**config.mk**
```make
export PLATFORM = sky130hd
export DESIGN_NAME = rc_meas_sequencer_flat
export DESIGN_NICKNAME = d
export VERILOG_FILES = /design/src/rtl/rc_meas_sequencer_pkg.sv /design/src/rtl/rc_meas_sequencer_if.sv /design/src/rtl/rc_meas_sequencer_sync.sv /design/src/rtl/rc_meas_sequencer.sv /design/src/flat_wrapper.sv
export SDC_FILE = /design/constraint.sdc
export NUM_CORES = 1
export LEC_CHECK = 0
export CORE_UTILIZATION = 50
export DETAILED_ROUTE_END_ITERATION = 16
export GPL_TIMING_DRIVEN = 0
export PLACE_DENSITY = 0.8
export SLEW_MARGIN = 20
export SYNTH_ARGS = -nofsm -noshare
export SYNTH_HDL_FRONTEND = slang
export SYNTH_SLANG_ARGS = --single-unit
```
**constraint.sdc**
```tcl
create_clock -name clk -period 3.47 [get_ports clk]
set_input_delay 0.8675 -clock clk [delete_from_list [all_inputs] [get_ports clk]]
set_output_delay 0.8675 -clock clk [all_outputs]
set_load 0.02 [all_outputs]
```
**src/rtl/rc_meas_sequencer_pkg.sv**
```systemverilog
// Shared types and constants for the RC time-to-digital measurement sequencer.
package rc_tdc_pkg;

  typedef enum logic [1:0] {
    IDLE,
    CHARGE,
    DISCHARGE,
    RESULT
  } state_e;

  localparam int unsigned CNT_W           = 24;
  localparam int unsigned DISCHARGE_SHIFT = 2;
  localparam logic [CNT_W-1:0] CNT_MAX    = '1;

endpackage

```
**src/rtl/rc_meas_sequencer_if.sv**
```systemverilog
// Result handshake bundle between the sequencer and the resistance-calculation path.
interface rc_meas_sequencer_if #(
  parameter int unsigned CNT_W = 24
);
  logic             meas_valid;
  logic             meas_ready;
  logic [CNT_W-1:0] meas_count;
  logic             meas_overflow;

  modport master (output meas_valid, output meas_count, output meas_overflow, input meas_ready);
  modport slave  (input meas_valid, input meas_count, input meas_overflow, output meas_ready);
endinterface

```
**src/rtl/rc_meas_sequencer_sync.sv**
```systemverilog
// Reset-to-0 multi-stage bit synchronizer for the asynchronous RC comparator.
module rc_sync #(
  parameter int unsigned STAGES = 2
) (
  input  logic clk,
  input  logic reset,
  input  logic d,
  output logic q
);

  logic [STAGES-1:0] sync_q;
  logic [STAGES-1:0] sync_d;

  always_comb begin
    sync_d = {sync_q[STAGES-2:0], d};
  end

  always_ff @(posedge clk) begin
    if (reset) begin
      sync_q <= '0;
    end else begin
      sync_q <= sync_d;
    end
  end

  assign q = sync_q[STAGES-1];

endmodule

```
**src/rtl/rc_meas_sequencer.sv**
```systemverilog
// RC charge-time measurement sequencer: charge/discharge FSM, sample averaging, result handshake.
// Optional macro RC_AUTORUN_EN: after each result handshake restart charging instead of idling.
module rc_meas_sequencer #(
  parameter int unsigned      CNT_W         = rc_tdc_pkg::CNT_W,
  parameter int unsigned      AVG_LOG2      = 2,
  parameter logic [CNT_W-1:0] MIN_DISCHARGE = 1000,
  parameter int unsigned      SYNC_STAGES   = 2
) (
  input  logic                clk,
  input  logic                reset,
  input  logic                start,
  input  logic                step_input,
  output logic                step_set,
  output logic                busy,
  rc_meas_sequencer_if.master meas
);

  import rc_tdc_pkg::*;

  localparam int unsigned      ACC_W    = CNT_W + AVG_LOG2;
  localparam int unsigned      IDX_W    = AVG_LOG2 + 1;
  localparam int unsigned      X4_W     = CNT_W + DISCHARGE_SHIFT;
  localparam logic [CNT_W-1:0] CNT_ALL  = '1;
  localparam logic [IDX_W-1:0] IDX_LAST = IDX_W'(1 << AVG_LOG2);

  state_e           state_q, state_d;
  logic [CNT_W-1:0] timer_q, timer_d;
  logic [CNT_W-1:0] sample_q, sample_d;
  logic [ACC_W-1:0] acc_q, acc_d;
  logic [IDX_W-1:0] idx_q, idx_d;
  logic             ovf_q, ovf_d;
  logic [CNT_W-1:0] count_q, count_d;
  logic             movf_q, movf_d;

  logic             sin;
  logic [X4_W-1:0]  sample_x4;
  logic [CNT_W-1:0] scaled;
  logic [CNT_W-1:0] hold;
  logic [ACC_W-1:0] acc_sum;
  logic [IDX_W-1:0] idx_next;

  rc_sync #(.STAGES(SYNC_STAGES)) u_sync (
    .clk   (clk),
    .reset (reset),
    .d     (step_input),
    .q     (sin)
  );

  // Discharge hold scales with the last charge time, saturating rather than wrapping.
  always_comb begin
    sample_x4 = {sample_q, {DISCHARGE_SHIFT{1'b0}}};
    scaled    = (sample_x4[X4_W-1:CNT_W] != '0) ? CNT_ALL : sample_x4[CNT_W-1:0];
    hold      = (scaled > MIN_DISCHARGE) ? scaled : MIN_DISCHARGE;
    acc_sum   = acc_q + ACC_W'(sample_q);
    idx_next  = idx_q + IDX_W'(1);
  end

  always_comb begin
    state_d  = state_q;
    timer_d  = timer_q;
    sample_d = sample_q;
    acc_d    = acc_q;
    idx_d    = idx_q;
    ovf_d    = ovf_q;
    count_d  = count_q;
    movf_d   = movf_q;
    unique case (state_q)
      IDLE: begin
        if (start) begin
          state_d = CHARGE;
          timer_d = '0;
          acc_d   = '0;
          idx_d   = '0;
          ovf_d   = 1'b0;
        end
      end
      CHARGE: begin
        if (sin) begin
          sample_d = timer_q;
          timer_d  = '0;
          state_d  = DISCHARGE;
        end else if (timer_q == CNT_ALL) begin
          sample_d = CNT_ALL;
          ovf_d    = 1'b1;
          timer_d  = '0;
          state_d  = DISCHARGE;
        end else begin
          timer_d = timer_q + CNT_W'(1);
        end
      end
      DISCHARGE: begin
        if ((timer_q >= hold) && !sin) begin
          acc_d   = acc_sum;
          idx_d   = idx_next;
          timer_d = '0;
          if (idx_next == IDX_LAST) begin
            state_d = RESULT;
            count_d = CNT_W'(acc_sum >> AVG_LOG2);
            movf_d  = ovf_q;
          end else begin
            state_d = CHARGE;
          end
        end else if (timer_q != CNT_ALL) begin
          timer_d = timer_q + CNT_W'(1);
        end
      end
      RESULT: begin
        if (meas.meas_ready) begin
`ifdef RC_AUTORUN_EN
          state_d = CHARGE;
          timer_d = '0;
          acc_d   = '0;
          idx_d   = '0;
          ovf_d   = 1'b0;
`else
          state_d = IDLE;
`endif
        end
      end
      default: state_d = IDLE;
    endcase
  end

  always_ff @(posedge clk) begin
    if (reset) begin
      state_q  <= IDLE;
      timer_q  <= '0;
      sample_q <= '0;
      acc_q    <= '0;
      idx_q    <= '0;
      ovf_q    <= 1'b0;
      count_q  <= '0;
      movf_q   <= 1'b0;
    end else begin
      state_q  <= state_d;
      timer_q  <= timer_d;
      sample_q <= sample_d;
      acc_q    <= acc_d;
      idx_q    <= idx_d;
      ovf_q    <= ovf_d;
      count_q  <= count_d;
      movf_q   <= movf_d;
    end
  end

  // Outputs decode the registered state so a reset edge drops excitation immediately.
  assign step_set           = (state_q == CHARGE);
  assign busy               = (state_q != IDLE);
  assign meas.meas_valid    = (state_q == RESULT);
  assign meas.meas_count    = count_q;
  assign meas.meas_overflow = movf_q;

endmodule

```
**src/flat_wrapper.sv**
```systemverilog
// flat-port wrapper written by rule: the top's interface ports become plain ports
module rc_meas_sequencer_flat import rc_tdc_pkg::*;
#(
  parameter int unsigned      CNT_W         = rc_tdc_pkg::CNT_W,
  parameter int unsigned      AVG_LOG2      = 2,
  parameter logic [CNT_W-1:0] MIN_DISCHARGE = 1000,
  parameter int unsigned      SYNC_STAGES   = 2
)
  (clk, reset, start, step_input, step_set, busy, meas_meas_valid, meas_meas_count, meas_meas_overflow, meas_meas_ready);
  rc_meas_sequencer_if #(.CNT_W(CNT_W)) meas_i ();
  input  logic clk;
  input  logic reset;
  input  logic start;
  input  logic step_input;
  output logic step_set;
  output logic busy;
  output wire logic [$bits(meas_i.meas_valid)-1:0] meas_meas_valid;
  output wire logic [$bits(meas_i.meas_count)-1:0] meas_meas_count;
  output wire logic [$bits(meas_i.meas_overflow)-1:0] meas_meas_overflow;
  input wire logic [$bits(meas_i.meas_ready)-1:0] meas_meas_ready;
  assign meas_meas_valid = meas_i.meas_valid;
  assign meas_meas_count = meas_i.meas_count;
  assign meas_meas_overflow = meas_i.meas_overflow;
  assign meas_i.meas_ready = meas_meas_ready;
  rc_meas_sequencer #(.CNT_W(CNT_W), .AVG_LOG2(AVG_LOG2), .MIN_DISCHARGE(MIN_DISCHARGE), .SYNC_STAGES(SYNC_STAGES)) u_core (.clk(clk), .reset(reset), .start(start), .step_input(step_input), .step_set(step_set), .busy(busy), .meas(meas_i));
endmodule
```
==> metrics.txt <==
Detail Placement HPWL 12.1 mm; ant diodes 0; wire per inst 18.7 um; post-synthesis sequential area ratio 0.356; CTS Sinks 107; GR Util met1 0.348; TritonCTS clock tree built; CTS Buffer Depth 2; Mapped Nets 760; total gr overflow 0; CP max-delay cell or4_1; worst min-delay path startpoint u_core.acc_q[21]; area grow syn2layout 21.9%; CP Data Arrival Time 3.84 ns; Setup Skew 0.0142 ns; Post-synth EDFFs 0; Fmax 281 MHz; max_slew headroom 0.353; fin crit share 1.02; Yosys reg bits 107; drt initial violations 447; area of the die 12500 sq um; met3 usage 0.0588; initial antenna violation count 0; total power 3.24 mW; first-pass GRT wire length 27.4 mm; hold_buf cts 0; synthesized area 6010 sq um; syn_area_per_cell 8.60 sq um; I/O pin cnt 33; crit-path max cell delay 0.54 ns; Worst VDD drop 402 uV; Die Span X 112 um; r2r setup slk -0.08 ns; Initial Utilization 0.520; layout cells sized above 1 0.163; Least-Margin Pin Slew 0.965 ns; Hold WC Path Type reg -> reg; Die Span Y 112 um; H-Tree Depth 3; Layout Cells excl Fill 912; total track usage 0.278; failing checks DRC, setup timing; endpoint type of the worst setup path flip-flop; standard-cell rows 39; final count of pins violating max slew 0; Pleak 2.85 nW; wirelength, routed 17.0 mm; Final GP Congestion 0.957; via count 5714; placed cell count 874; NumNets Final 825; outcome complete, but fails checks; crit-path cells or4_1 > nor3_1 > nand4_1 > nand2_2 > nor2_2 > ha_1 > nand3_1 > or3_4 > o211ai_4 > buf_6 > nand2_1 > a211o_1 > or3_1 > a21oi_1; clk slew on worst S/H paths 0.07 ns; post-route minimum period 3.55 ns; pin count of the biggest net entering global routing 18; Hold Vio Cnt, Final 0; Ys Warns 0; Unique masters post-synth 70; Root Driver clkbuf_16; Setup CP Type reg -> reg; startpoint types flip-flop; Post-synth ARST share 0; Synth Instances 699; r2r worst-path depth 14; CP required 3.76 ns; Final ANT Viol Nets 0; max-cap violations 0; DRC 6; PwrDens 442 nW/um^2; RSZ-0062 raised after global routing yes; Clk Latency, worst-skew pair 0.37 ns; Final WS setup -0.0843 ns; CP Launch Point u_core.sample_q[13]; CTS Buf Count 9; Hold Path Depth 2; vias in the first global route 5631; DRT Pass-1 Iters 11; routing usage on met2 0.466; Core Region 11600 sq um; Via density 6.27; port bufs 32; R2R Path Start u_core.sample_q[13]; layer with the highest usage met2; top_reg_cell synth dfxtp_1; CP max FO 6; Setup-failing EPs final 7
cell type report:
| cell class | count | area [sq um] |
|---|---|---|
| fill | 974 | 4240 |
| timing repair buffer | 53 | 566 |
| multi-input combinational | 551 | 3910 |
| clock inverter | 4 | 32.5 |
| clock buffer | 12 | 246 |
| inverter | 13 | 53.8 |
| sequential | 107 | 2150 |
| tap | 143 | 179 |
| buffer | 29 | 199 |
cells in the final DEF (no fill, tap or decap), types with 4 or more instances in the layout:
cell,count
buf_4,12
xor2_1,14
or4_1,6
a22o_1,4
nor2b_1,5
o22ai_1,4
clkbuf_1,17
a21oi_1,52
ha_1,54
a31oi_1,4
o21a_1,6
o21ai_1,4
nand4_1,10
and3_1,5
clkdlybuf4s50_1,32
nand3_1,17
o31ai_1,6
or3_1,13
xnor2_1,17
inv_1,12
buf_6,12
a21oi_2,4
nand2_1,77
o21ai_0,25
nor3_1,9
a211oi_1,7
dfxtp_1,105
o221a_2,24
and4_1,5
a21o_1,7
a22oi_1,17
clkbuf_16,12
nor2_1,75
kinds of logic after synthesis:
logic type,count (synthesis),synth area share
simple gates,260,0.211
compound gates,201,0.237
flops,107,0.356
fa+ha+maj,56,0.118
buf+inv,42,0.0293
xor+xnor,31,0.0452
mux,2,0.00333
critical path, delay by kind of cell (launching register included):
kind                     cells  cell delay [ns]
AND/OR/NAND/NOR              9             1.96
AO/OA/AOI/OAI                3             0.70
flip-flops                   1             0.37
adder cells (fa/ha/maj)      1             0.29
buffers and inverters        1             0.14
state kept, by name, indices dropped and copies added (netlist names):
name,flops
u_core.acc_q,26
u_core.idx_q,3
u_core.meas.meas_count,24
u_core.meas.meas_overflow,1
u_core.ovf_q,1
u_core.sample_q,24
u_core.state_q,2
u_core.timer_q,24
u_core.u_sync.sync_q,2
repair_timing:
| item | in CTS | in global routing |
|---|---|---|
| setup buffers | 9 | 6 |
| gates resized for setup | 54 | 40 |
| gates cloned | 3 | 4 |
| setup endpoints to repair | 80 | 80 |
| pin swaps | 15 | 6 |
report_power, final:
group / switching, mW / leakage (nW) / internal [mW]
logic: 0.561 / 1.86 / 0.355
registers: 0.0543 / 0.865 / 1.26
clock network: 0.491 / 0.130 / 0.513
total: 1.11 / 2.85 / 2.13
synth_stat cells, types with 5 or more instances:
cell type  instances  area [sq um]
dfxtp_1          107          2140
clkbuf_1          18          67.6
xnor2_1           17           149
nand4_1           10          62.6
or3_1             14          87.6
xor2_1            14           123
inv_1             12          45.0
o221a_2           24           270
ha_1              55           688
nor3_1            12          60.1
o21a_1             6          45.0
o31ai_1            6          45.0
a211oi_1           8          60.1
a21oi_1           57           285
nor2_1            78           293
o21ai_0           31           155
and3_1             5          31.3
nand3_1           17          85.1
a21o_1             7          52.6
a22oi_1           17           128
nor2b_1            5          31.3
and4_1             6          52.6
nand2_1           81           304
or4_1              8          60.1
buf_2              9          45.0
per-stage QoR:
stage	setup TNS (ns)	setup slack (ns)	utilization	area, sq um	hold slack, ns
3_5_place_dp	-55.16	-0.854	0.563	6510	0.439
4_1_cts	-0.380	-0.0816	0.611	7070	0.448
2_1_floorplan	0	0.264	-	6010	0.414
6_report	-0.312	-0.0843	0.634	7330	0.445
5_1_grt	-7.09	-0.264	0.634	7330	0.475
3_3_place_gp	-47.81	-0.775	0.563	6510	0.431
layer usage:
layer  part of all wire  routed length (um)
met5                  0                   0
met4              0.032                 544
met3              0.065                1100
met2               0.48                8190
met1               0.42                7200
final timing paths:
check                       to
max          u_core.state_q[1]
min           u_core.acc_q[21]
min reg2reg   u_core.acc_q[21]
max reg2reg  u_core.state_q[1]
Note: power is estimated with default switching activity, not from simulation.
